--- config.mk ---
export PLATFORM = sky130hd
export DESIGN_NAME = bus_mux_arb
export DESIGN_NICKNAME = d
export VERILOG_FILES = /design/src/rtl/cpu_pkg.sv /design/src/rtl/rr_arbiter.sv /design/src/rtl/bus_mux_arb.sv
export SDC_FILE = /design/constraint.sdc
export NUM_CORES = 1
export LEC_CHECK = 0
export ABC_AREA = 1
export CAP_MARGIN = 20
export CORE_AREA = 3 3 89 91
export DETAILED_ROUTE_END_ITERATION = 8
export DIE_AREA = 0 0 92 94
export PLACE_DENSITY = 0.84
export SYNTH_ARGS = -nofsm -noshare
export SYNTH_HDL_FRONTEND = slang
export SYNTH_SLANG_ARGS = --single-unit
--- constraint.sdc ---
create_clock -name clk -period 12 [get_ports clk]
set_clock_uncertainty 0.2 [all_clocks]
set_input_delay 1.2 -clock clk [delete_from_list [all_inputs] [get_ports clk]]
set_output_delay 1.2 -clock clk [all_outputs]
set_load 0.03 [all_outputs]
--- src/rtl/cpu_pkg.sv ---
// Shared constants for the CPU data-bus datapath blocks.
package cpu_pkg;

    localparam int unsigned WORD_W   = 10;
    localparam logic        MODE_SEL = 1'b0;
    localparam logic        MODE_RR  = 1'b1;

endpackage

--- src/rtl/rr_arbiter.sv ---
// Combinational round-robin arbiter: scans ptr+1, ptr+2, ... modulo N for the first requester.
module rr_arbiter #(
    parameter int unsigned N     = 8,
    parameter int unsigned SEL_W = $clog2(N)
) (
    input  logic [N-1:0]     req,
    input  logic [SEL_W-1:0] ptr,
    output logic [N-1:0]     gnt,
    output logic [SEL_W-1:0] idx,
    output logic             any
);

    // Offset-major search: the first offset k whose slot (ptr+k) mod N requests wins.
    always_comb begin
        gnt = '0;
        idx = '0;
        any = 1'b0;
        for (int unsigned k = 1; k <= N; k++) begin
            for (int unsigned i = 0; i < N; i++) begin
                if (!any && req[i] && ((32'(ptr) + k) % N) == i) begin
                    any    = 1'b1;
                    idx    = SEL_W'(i);
                    gnt[i] = 1'b1;
                end
            end
        end
    end

endmodule

--- src/rtl/bus_mux_arb.sv ---
// N-way bus source selector with direct or round-robin selection and a registered
// valid/ready output stage (one-cycle latency, full throughput).
module bus_mux_arb
    import cpu_pkg::*;
#(
    parameter int unsigned WIDTH = WORD_W,
    parameter int unsigned N     = 8,
    parameter int unsigned SEL_W = $clog2(N)
) (
    input  logic               clk,
    input  logic               rst,
    input  logic               mode,
    input  logic [SEL_W-1:0]   sel,
    input  logic [N*WIDTH-1:0] in_data,
    input  logic [N-1:0]       in_req,
    output logic [N-1:0]       in_gnt,
    output logic [WIDTH-1:0]   out_data,
    output logic [SEL_W-1:0]   out_src,
    output logic               out_valid,
    input  logic               out_ready
);

    logic [WIDTH-1:0] out_data_q;
    logic [SEL_W-1:0] out_src_q;
    logic             out_valid_q;
    logic [SEL_W-1:0] rr_ptr_q;

    logic [N-1:0]     dir_gnt;
    logic             dir_any;
    logic [N-1:0]     rr_gnt;
    logic [SEL_W-1:0] rr_idx;
    logic             rr_any;

    logic [N-1:0]     win_gnt;
    logic [SEL_W-1:0] win_idx;
    logic             win_any;
    logic [WIDTH-1:0] win_data;
    logic             load;

    // Compare against every legal index so sel >= N simply matches nothing.
    always_comb begin
        dir_gnt = '0;
        for (int unsigned i = 0; i < N; i++) begin
            if (32'(sel) == i && in_req[i]) begin
                dir_gnt[i] = 1'b1;
            end
        end
    end

    assign dir_any = |dir_gnt;

    rr_arbiter #(
        .N     (N),
        .SEL_W (SEL_W)
    ) u_rr_arbiter (
        .req (in_req),
        .ptr (rr_ptr_q),
        .gnt (rr_gnt),
        .idx (rr_idx),
        .any (rr_any)
    );

    always_comb begin
        if (mode == MODE_RR) begin
            win_gnt = rr_gnt;
            win_idx = rr_idx;
            win_any = rr_any;
        end else begin
            win_gnt = dir_gnt;
            win_idx = sel;
            win_any = dir_any;
        end
    end

    // AND-OR mux off the one-hot grant; no index ever leaves the valid range.
    always_comb begin
        win_data = '0;
        for (int unsigned i = 0; i < N; i++) begin
            if (win_gnt[i]) begin
                win_data = win_data | in_data[i*WIDTH +: WIDTH];
            end
        end
    end

    assign load   = !out_valid_q || out_ready;
    assign in_gnt = (load && !rst) ? win_gnt : '0;

    always_ff @(posedge clk or posedge rst) begin
        if (rst) begin
            out_data_q  <= '0;
            out_src_q   <= '0;
            out_valid_q <= 1'b0;
            rr_ptr_q    <= SEL_W'(N - 1);
        end else if (load) begin
            out_valid_q <= win_any;
            if (win_any) begin
                out_data_q <= win_data;
                out_src_q  <= win_idx;
                if (mode == MODE_RR) begin
                    rr_ptr_q <= win_idx;
                end
            end
        end
    end

    assign out_data  = out_data_q;
    assign out_src   = out_src_q;
    assign out_valid = out_valid_q;

endmodule
-- After elaboration in Yosys (flattened, before gate mapping)
Index checks and enable logic that the tools add are counted.
- register bits: 17
- $add $sub $neg: 8
- bitwise logic cells: 7
- eq/ne operators: 63
- reductions and logical operators: 214
- multiplexer cells: 210
- operators by type and width (operator ; number):
    $logic_not A32 Y1 ; 8
    $mux W3 ; 61
    $mux W1 ; 137
    $logic_and A1 B1 Y1 ; 136
    $eq A3 B3 Y1 const B ; 36
    $mux W10 ; 8
    $or A10 B10 Y10 ; 7
    $logic_not A1 Y1 ; 65
    $eq A3 B2 Y1 const B ; 18
    $eq A3 B1 Y1 const B ; 9
    $mux W8 ; 2
    $add A3 B3 Y3 const B ; 4
    $reduce_or A8 Y1 ; 1
    $add A3 B1 Y3 const B ; 2
    $add A3 B2 Y3 const B ; 2
    $mux W2 ; 2
    $logic_not A3 Y1 ; 1
    $reduce_and A3 Y1 ; 1
    $reduce_and A2 Y1 ; 1
    $logic_or A1 B1 Y1 ; 1

-- Depth between registers and ports, before layout
Gate-level depths: netlist (run 1).
- depth after elaboration: 272
- mapped depth: 47
- depth with buffers taken out: 44

-- Modules after synthesis
A second synthesis (run 1) with hierarchy kept.
- cells, all modules: 677
- area total of the unflattened synthesis: 3499.6 µm²
- by module, submodules not included (module ; times used ; cells each ; area an instance (µm²)):
    bus_mux_arb ; 1 ; 318 ; 1784.2
    rr_arbiter ; 1 ; 359 ; 1715.4

-- Worst setup path after synthesis (run 1)
Ideal clock, no wire load.
- path kind: input to output
- from: in in_req[1]
- to: out in_gnt[7]
- slack: 5355 ps
- cell stages on the path: 36
- arrival time: 5245 ps
- required time: 10600 ps
- path through: nand3_1 nand3_1 nor2_1 nand4_1 nor2_1 nand4_1 nor2_1 nand4_1 nor2_2 nand4_2 nor2_2 nand4_2 nor2_2 nand4_1 nor2_2 nand4_1 nor2_1 nand4_1 nor2_2 nand4_2 nor2_2 nand4_2 nor2_2 nand4_1 nor2_2 nand4_2 nor2_2 nand4_2 nor2_2 nand4_2 nor3_2 nand4_1 nand2_1 buf_4 nand2_1 nor2_1
- longest elaborated chain between the ends: 253
- RTL lines (element ; line ; source):
    start: declaration ; bus_mux_arb.sv:15 ; input logic [N-1:0] in_req,
    $logic_and A1 B1 Y1 (2 in a row) ; rr_arbiter.sv:20 ; if (!any && req[i] && ((32'(ptr) + k) % N) == i) begin
    $mux W1 ; rr_arbiter.sv:20 ;
    $logic_not A1 Y1 ; rr_arbiter.sv:20 ;
    $logic_and A1 B1 Y1 (2 in a row) ; rr_arbiter.sv:20 ;
    $mux W1 ; rr_arbiter.sv:20 ;
    $logic_not A1 Y1 ; rr_arbiter.sv:20 ;
    $logic_and A1 B1 Y1 (2 in a row) ; rr_arbiter.sv:20 ;
    $mux W1 ; rr_arbiter.sv:20 ;
    (+232 left out) ; -- ;
    $logic_not A1 Y1 ; rr_arbiter.sv:20 ;
    $logic_and A1 B1 Y1 (2 in a row) ; rr_arbiter.sv:20 ;
    $mux W1 ; rr_arbiter.sv:20 ;
    $logic_not A1 Y1 ; rr_arbiter.sv:20 ;
    $logic_and A1 B1 Y1 (2 in a row) ; rr_arbiter.sv:20 ;
    $mux W1 * ; rr_arbiter.sv:20 ;
    $mux W8 * ; bus_mux_arb.sv:64 ; if (mode == MODE_RR) begin
    $mux W8 * ; bus_mux_arb.sv:86 ; assign in_gnt = (load && !rst) ? win_gnt : '0;
    end: declaration ; bus_mux_arb.sv:16 ; output logic [N-1:0] in_gnt,
Every way passes the cells marked *; elsewhere a longest branch is shown, timed or not.

-- Final worst setup path (run 1)
- from: in in_req[1]
- to: out in_gnt[3]
- longest elaborated chain between the ends: 237
- RTL lines (element ; line):
    $logic_and A1 B1 Y1 (2 in a row) ; rr_arbiter.sv:20
    $mux W1 ; rr_arbiter.sv:20
    $logic_not A1 Y1 ; rr_arbiter.sv:20
    $logic_and A1 B1 Y1 (2 in a row) ; rr_arbiter.sv:20
    $mux W1 ; rr_arbiter.sv:20
    $logic_not A1 Y1 ; rr_arbiter.sv:20
    $logic_and A1 B1 Y1 (2 in a row) ; rr_arbiter.sv:20
    $mux W1 ; rr_arbiter.sv:20
    (+216 left out) ; --
    $logic_not A1 Y1 ; rr_arbiter.sv:20
    $logic_and A1 B1 Y1 (2 in a row) ; rr_arbiter.sv:20
    $mux W1 ; rr_arbiter.sv:20
    $logic_not A1 Y1 ; rr_arbiter.sv:20
    $logic_and A1 B1 Y1 (2 in a row) ; rr_arbiter.sv:20
    $mux W1 * ; rr_arbiter.sv:20
    $mux W8 * ; bus_mux_arb.sv:64
    $mux W8 * ; bus_mux_arb.sv:86
Marks and branches as above.

==> results of run 1 <==
-- synth_stat cells, types with 9 or more instances --
master      n  share of area [%]
inv_2      14                1.5
inv_1     120                 13
nor2_2     30                5.3
nor4_1     10                1.8
nand4_2    15                5.3
nand2_1    92                9.8
nand4_1    34                6.0
clkbuf_1    9               0.96
nand3_1    86                 12
nor2_1    157                 17
nor3_1     13                1.8
dfrtp_1    14                9.9
or2_0      10                1.8
-- final timing paths --
check	end	slack, ns	from
worst max-delay path	in_gnt[3]	3.31	in_req[1]
worst min-delay path	out_src[2]	0.32	out_src[2]
worst max register to register	out_data[6]	5.55	rr_ptr_q[0]
worst min register to register	out_src[2]	0.32	out_src[2]
max in group asynchronous	out_data[1]	10.07	rst
min in group asynchronous	out_src[0]	1.13	rst
-- critical path: cells and delay by family --
kind,cells,cell delay (ns)
buf+inv,2,1.41
simple gates,33,4.69
-- power by group through the flow --
stage | registers, W | logic (W) | clock network [W]
4_1_cts | 0.000105 | 0.000751 | 0.0000424
6_report | 0.000105 | 0.000774 | 0.0000408
5_1_grt | 0.000109 | 0.000841 | 0.0000443
2_1_floorplan | 0.000138 | 0.000505 | 0
3_3_place_gp | 0.000104 | 0.000740 | 0
3_5_place_dp | 0.000106 | 0.000747 | 0
-- routing by layer --
layer  global-route usage (%)  vias to the layer above  wire (um)  share of wire (%)
met5                        0                        -          0                  0
met4                    7.054                        0        255                1.8
met3                    6.490                       30       1561                 11
met2                    50.85                      283       6505                 46
met1                    44.25                     2175       5932                 42
li1                         -                     2337          -                  -
-- through the flow --
step           instances  total power, W
3_3_place_gp         861       0.0008444
3_5_place_dp         861       0.0008522
6_report             866       0.0009193
4_1_cts              865       0.0008978
5_1_grt              866       0.0009948
2_1_floorplan        667       0.0006426
-- cells by family (layout without fill, tap and decap cells) --
logic type | Yosys count | after routing | synth area share [%]
AND/OR/NAND/NOR | 461 | 461 | 63.80
buffers and inverters | 157 | 257 | 17.87
AO/OA/AOI/OAI | 30 | 30 | 5.485
flip-flops | 17 | 17 | 12.14
adder cells (fa/ha/maj) | 2 | 2 | 0.7076
-- sequential cells by signal (all words and copies together), names as in the netlist --
signal and count:
out_data 10, out_src 3, out_valid 1, rr_ptr_q 3
-- cell type report --
class	count	share of cell area, %
Sequential cell	17	9.029
Clock buffer	4	0.9476
Tap cell	99	2.606
Multi-Input combinational cell	493	52.07
Timing Repair Buffer	118	24.69
Inverter	135	10.66
==> summary.txt, run 1 <==
Power
  – Pleak: ~2.2 nW
  – Sw Pwr: 0.0005479 W
  – Clock network power share: under 10%
  – Sequential Power Share: a little under an eighth
  – Power Dens Cells: about 190 nW/um^2
  – Combinational share of power: between 80 and 90%
  – Int Power: 0.0003715 W
  – Worst-case vdd ir drop: about 0.14 mV
  – Sw frac: between 50 and 60%

CTS
  – Post-CTS sizing: 0
  – CTS Buffer Depth: 2
  – TritonCTS clock tree: built
  – Inserted Clock Buffers: 3
  – Reg clk slew, reported paths: ~0.060 ns
  – Postcts setup bufs: 0
  – Clock root cell: clkbuf_8
  – Clock sinks: 17
  – Skew-Pair Late Insertion Delay: about 0.25 ns
  – Post-CTS Hold Fix Bufs: 0
  – H-Tree Depth: 1

Detailed routing
  – Vias: 4825
  – Post-DRT Antenna Nets: 0
  – Vias per cell: about 5.6
  – Detailed Routing Iterations Pass 1: 5
  – Total Wirelength: between 10000 and 15000 um
  – Routed wire per std cell: between 15 and 20 um
  – Initial DRC count: approximately 530
  – DRC viols: 0

Flow run
  – Maximum capacitance violations: 0

GRT
  – Initial antenna violation count: 0
  – Largest net degree at the start of global routing: 19
  – Gr usage total: a little under a third
  – Remaining global-route overflow: 0
  – First-pass GRT wire length: around 22000 um
  – Vias in the first global route: around 4300

Synth
  – Synth warnings: 0
  – Number of enable flip-flop cells after synthesis: 0
  – Top FF cell, synth: dfrtp_1
  – Seq/Total Area, Yosys: approximately an eighth
  – Synth Register Bits: 17
  – Mapped Cells: between 600 and 700
  – Cell area after synthesis: roughly 3500 sq um
  – Synth cell types: 38
  – Syn Nets: about 760
  – Synth async-reset ratio: between 90% and 100%
  – Average cell area after synthesis: between 5 and 6 sq um

Cells and area
  – Register area: 429.2 sq um
  – Leading cell type in the layout, fill and taps excluded: nor2_1
  – Finished Core Util: 65.89%
  – Multi-input gate area: 2475 sq um
  – ANT cells: 0
  – Syn-to-layout area delta: 34.43%
  – Nets@finish: 865
  – Final Instance Area: approximately 4800 sq um
  – Commonest non-fill, non-tap cells in the layout: nor2_1, inv_1, clkdlybuf4s50_1, nand2_1, nand3_1
  – Share of layout cells above drive strength 1: roughly a tenth
  – Fillcell total: about 700

STA
  – Post-route clock period utilization: between 70 and 80%
  – Setup ws final: ~3.3 ns
  – Worst Hold Slack: 0.3150 ns
  – Final slew viol count: 0
  – Post-route minimum period: between 8 and 9 ns
  – Relative slew slack: between 40% and 50%
  – Final Hold Vio Count: 0
  – Max Freq: between 100 and 150 MHz
  – Setup TNS Final: 0 ns
  – Worst Tran Pin Value: 0.7590 ns
  – RSZ-0062 raised after global routing: no
  – Final setup violation count: 0

Setup path
  – CP arrival: between 7 and 8 ns
  – Critical setup path kind: input pin to output pin
  – Max Fanout on Critical Path: 13
  – Worst path required time: between 10 and 15 ns
  – CP max-delay cell: clkdlybuf4s50_1
  – Top cell by count, worst path: nor2_2
  – Slowest cell delay on critical path: slightly above 0.7 ns
  – Critical path endpoint category: output pin
  – CP Launch Type: input pin
  – R2R cell count: 42

Placed design
  – GP Congestion: approximately 1.0
  – Dpl hpwl: roughly 12000 um
  – PortBufs: between 100 and 150
  – Post-place setup slack: roughly 3.5 ns
  – Post-DP Area: about 4700 sq um

Floorplanning
  – Core area: ~7200 sq um
  – Die X: 92 um
  – Die area: 8648 sq um
  – Num rows: 31
  – Chip Height: 94 um
  – Initial Utilization: around half
  – Num ports: 117

Status
  – Status: finished clean

Min path
  – Hold Crit Class: register to register
  – Hold Path Stages: 2
(Power assumes the default switching activity.)
==> run 2, diff against run 1 <==
- CORE_AREA: 3 3 89 91 -> 3 3 90 92
- DIE_AREA: 0 0 92 94 -> 0 0 93 95
- PLACE_DENSITY: 0.84 -> 0.82
- clock period: 12 -> 8.2 ns (I/O delays scaled with it)
==> run 2 against run 1 <==
  * Critical path depth up 6
  * Utilization is 0.15 points lower
  * Non-clock buffer count is 3 higher
  * Sequential power grew 47%
  * Critical path type is now register to output pin
==> summary.txt, run 2 (synthesized netlist as in run 1, its figures left out) <==
Status
  – Status: finished clean

CTS
  – Postcts setup bufs: 0 (unchanged)
  – CTS Buffer Depth: 2 (unchanged)
  – Post-CTS Hold Fix Bufs: 0 (unchanged)
  – TritonCTS clock tree: built
  – Skew-Pair Late Insertion Delay: 0.25 ns (about the same)
  – Clock sinks: 17 (unchanged)
  – Inserted Clock Buffers: 3 (unchanged)
  – H-Tree Depth: 1 (unchanged)
  – Reg clk slew, reported paths: 0.06 ns (about the same)
  – Post-CTS sizing: 0 (unchanged)
  – Clock root cell: clkbuf_8

Floorplanning
  – Die X: 93 um (+1.1%)
  – Core area: 7292 sq um (+1.1%)
  – Num ports: 117 (unchanged)
  – Die area: 8835 sq um (+2.2%)
  – Initial Utilization: 48.49% (-0.52 points)
  – Chip Height: 95 um (+1.1%)
  – Num rows: 31 (unchanged)

Setup path
  – Top cell by count, worst path: nor2_2
  – CP max-delay cell: clkdlybuf4s50_1
  – CP Launch Type: register
  – CP arrival: 6.57 ns (-0.72 ns)
  – Reg2Reg Setup Slack: 1.93 ns (-3.62 ns)
  – Worst path required time: 7.18 ns (-3.42 ns)
  – Max Fanout on Critical Path: 11 (-2)
  – Slowest cell delay on critical path: 0.70 ns (about the same)
  – Critical setup path kind: register to output pin
  – Critical path endpoint category: output pin

Detailed routing
  – Max layer used: met4
  – DRC viols: 0 (unchanged)
  – Vias: 4909 (+1.7%)
  – Vias per cell: 5.649 (+1.4%)
  – Total Wirelength: 14850 um (+4.2%)
  – Detailed Routing Iterations Pass 1: 6 (+1)
  – Routed wire length on met2: 6676 um (+2.6%)
  – Routed wire per std cell: 17.09 um (+3.8%)
  – Post-DRT Antenna Nets: 0 (unchanged)
  – Routed wl met3: 1403 um (-10%)
  – M1 WL: 6481 um (+9.3%)
  – Initial DRC count: 492 (-7.0%)

GRT
  – Vias in the first global route: 4296 (-1.0%)
  – Remaining global-route overflow: 0 (unchanged)
  – Largest net degree at the start of global routing: 19 (unchanged)
  – Initial antenna violation count: 0 (unchanged)
  – First-pass GRT wire length: 22510 um (+1.8%)
  – Gr usage total: 31.98% (+0.14 points)

Min path
  – Hold Crit Class: register to register

Cells and area
  – Register area: 429.2 sq um (unchanged)
  – ANT cells: 0 (unchanged)
  – Leading cell type in the layout, fill and taps excluded: nor2_1
  – Fillcell total: 691 (-1.6%)
  – Number of flip-flops in the largest register: 10 (unchanged)
  – Syn-to-layout area delta: 35.56%
  – Share of layout cells above drive strength 1: 10.65% (+0.74 points)
  – Commonest non-fill, non-tap cells in the layout: nor2_1, inv_1, clkdlybuf4s50_1, nand2_1, nand3_1
  – Multi-input gate area: 2482 sq um (+0.30%)
  – Finished Layout Cells: 869 (+0.35%)
  – Nets@finish: 868 (+0.35%)

Placed design
  – PortBufs: 116 (unchanged)
  – GP Congestion: 1.004 (-2.0%)
  – Cells after DPL: 865 (+0.46%)
  – Dpl hpwl: 12450 um (+3.8%)

STA
  – Final Hold Vio Count: 0 (unchanged)
  – Relative slew slack: 55.59% (+6.5 points)
  – Post-route clock period utilization: between 90% and 100%
  – Final setup violation count: 0 (unchanged)
  – Final slew viol count: 0 (unchanged)
  – Max Freq: 131.8 MHz
  – Post-route minimum period: roughly 7.6 ns
  – RSZ-0062 raised after global routing: no
  – Setup TNS Final: 0 ns (unchanged)
  – Worst Hold Slack: 0.2917 ns (-0.02338 ns)
  – Worst Tran Pin Value: 0.6494 ns (-0.1096 ns)

Power
  – Power Dens Cells: 281.5 nW/um^2 (+46%)
  – Power Total: 0.001350 W (+47%)
  – Pleak: 2.261 nW (+3.8%)
  – Worst-case vdd ir drop: 0.2045 mV (+43%)

Flow run
  – Maximum capacitance violations: 0 (unchanged)
run 2: final timing paths:
check                                  from           to  depth (start not counted)
worst max-delay path            rr_ptr_q[0]    in_gnt[4]                         41
worst min-delay path             out_src[2]   out_src[2]                          2
worst max register to register  rr_ptr_q[0]  out_data[9]                         42
worst min register to register   out_src[2]   out_src[2]                          2
max in group asynchronous               rst  out_data[4]                          2
min in group asynchronous               rst  out_data[2]                          2
run 2: stage by stage:
stage	area (sq um)	setup WS, ns	utilization (%)
3_3_place_gp	4726	0.9405	64.81
2_1_floorplan	3536	1.991	-
6_report	4793	0.6143	65.73
4_1_cts	4776	0.5998	65.49
5_1_grt	4793	0.05638	65.73
3_5_place_dp	4731	0.7181	64.88
run 2: final cells by class:
type                    instances  area share (%)
multi-input cells             493           51.79
clock buffers                   4          0.9397
flip-flops and latches         17           8.953
inverters                     135           10.57
well taps                      99           2.584
repair buffers                121           25.16
run 2: worst max-delay path: cells and delay by family (launching register included):
| kind | cells | cell delay [ns] |
|---|---|---|
| buffers and inverters | 3 | 0.89 |
| flip-flops | 1 | 0.63 |
| AND/OR/NAND/NOR | 37 | 4.42 |
| adder cells (fa/ha/maj) | 1 | 0.35 |
run 2: metal layers:
metal,up-vias,GRT usage (%)
met5,-,0
met4,0,6.227
met3,38,3.187
met2,308,49.61
met1,2209,48.02
li1,2354,-
run 2: report_power, final:
part | internal [W] | total [W] | switching (W)
combinational | 0.000389 | 0.00114 | 0.000747
sequential | 0.000125 | 0.000154 | 0.0000292
clock | 0.0000344 | 0.0000602 | 0.0000258
total | 0.000548 | 0.00135 | 0.000802
==> run 3, diff against run 2 <==
- CTS_CLUSTER_DIAMETER: default -> 50
==> results of run 3 <==
No change in the layout: final DEF, timing and power equal those of run 2.
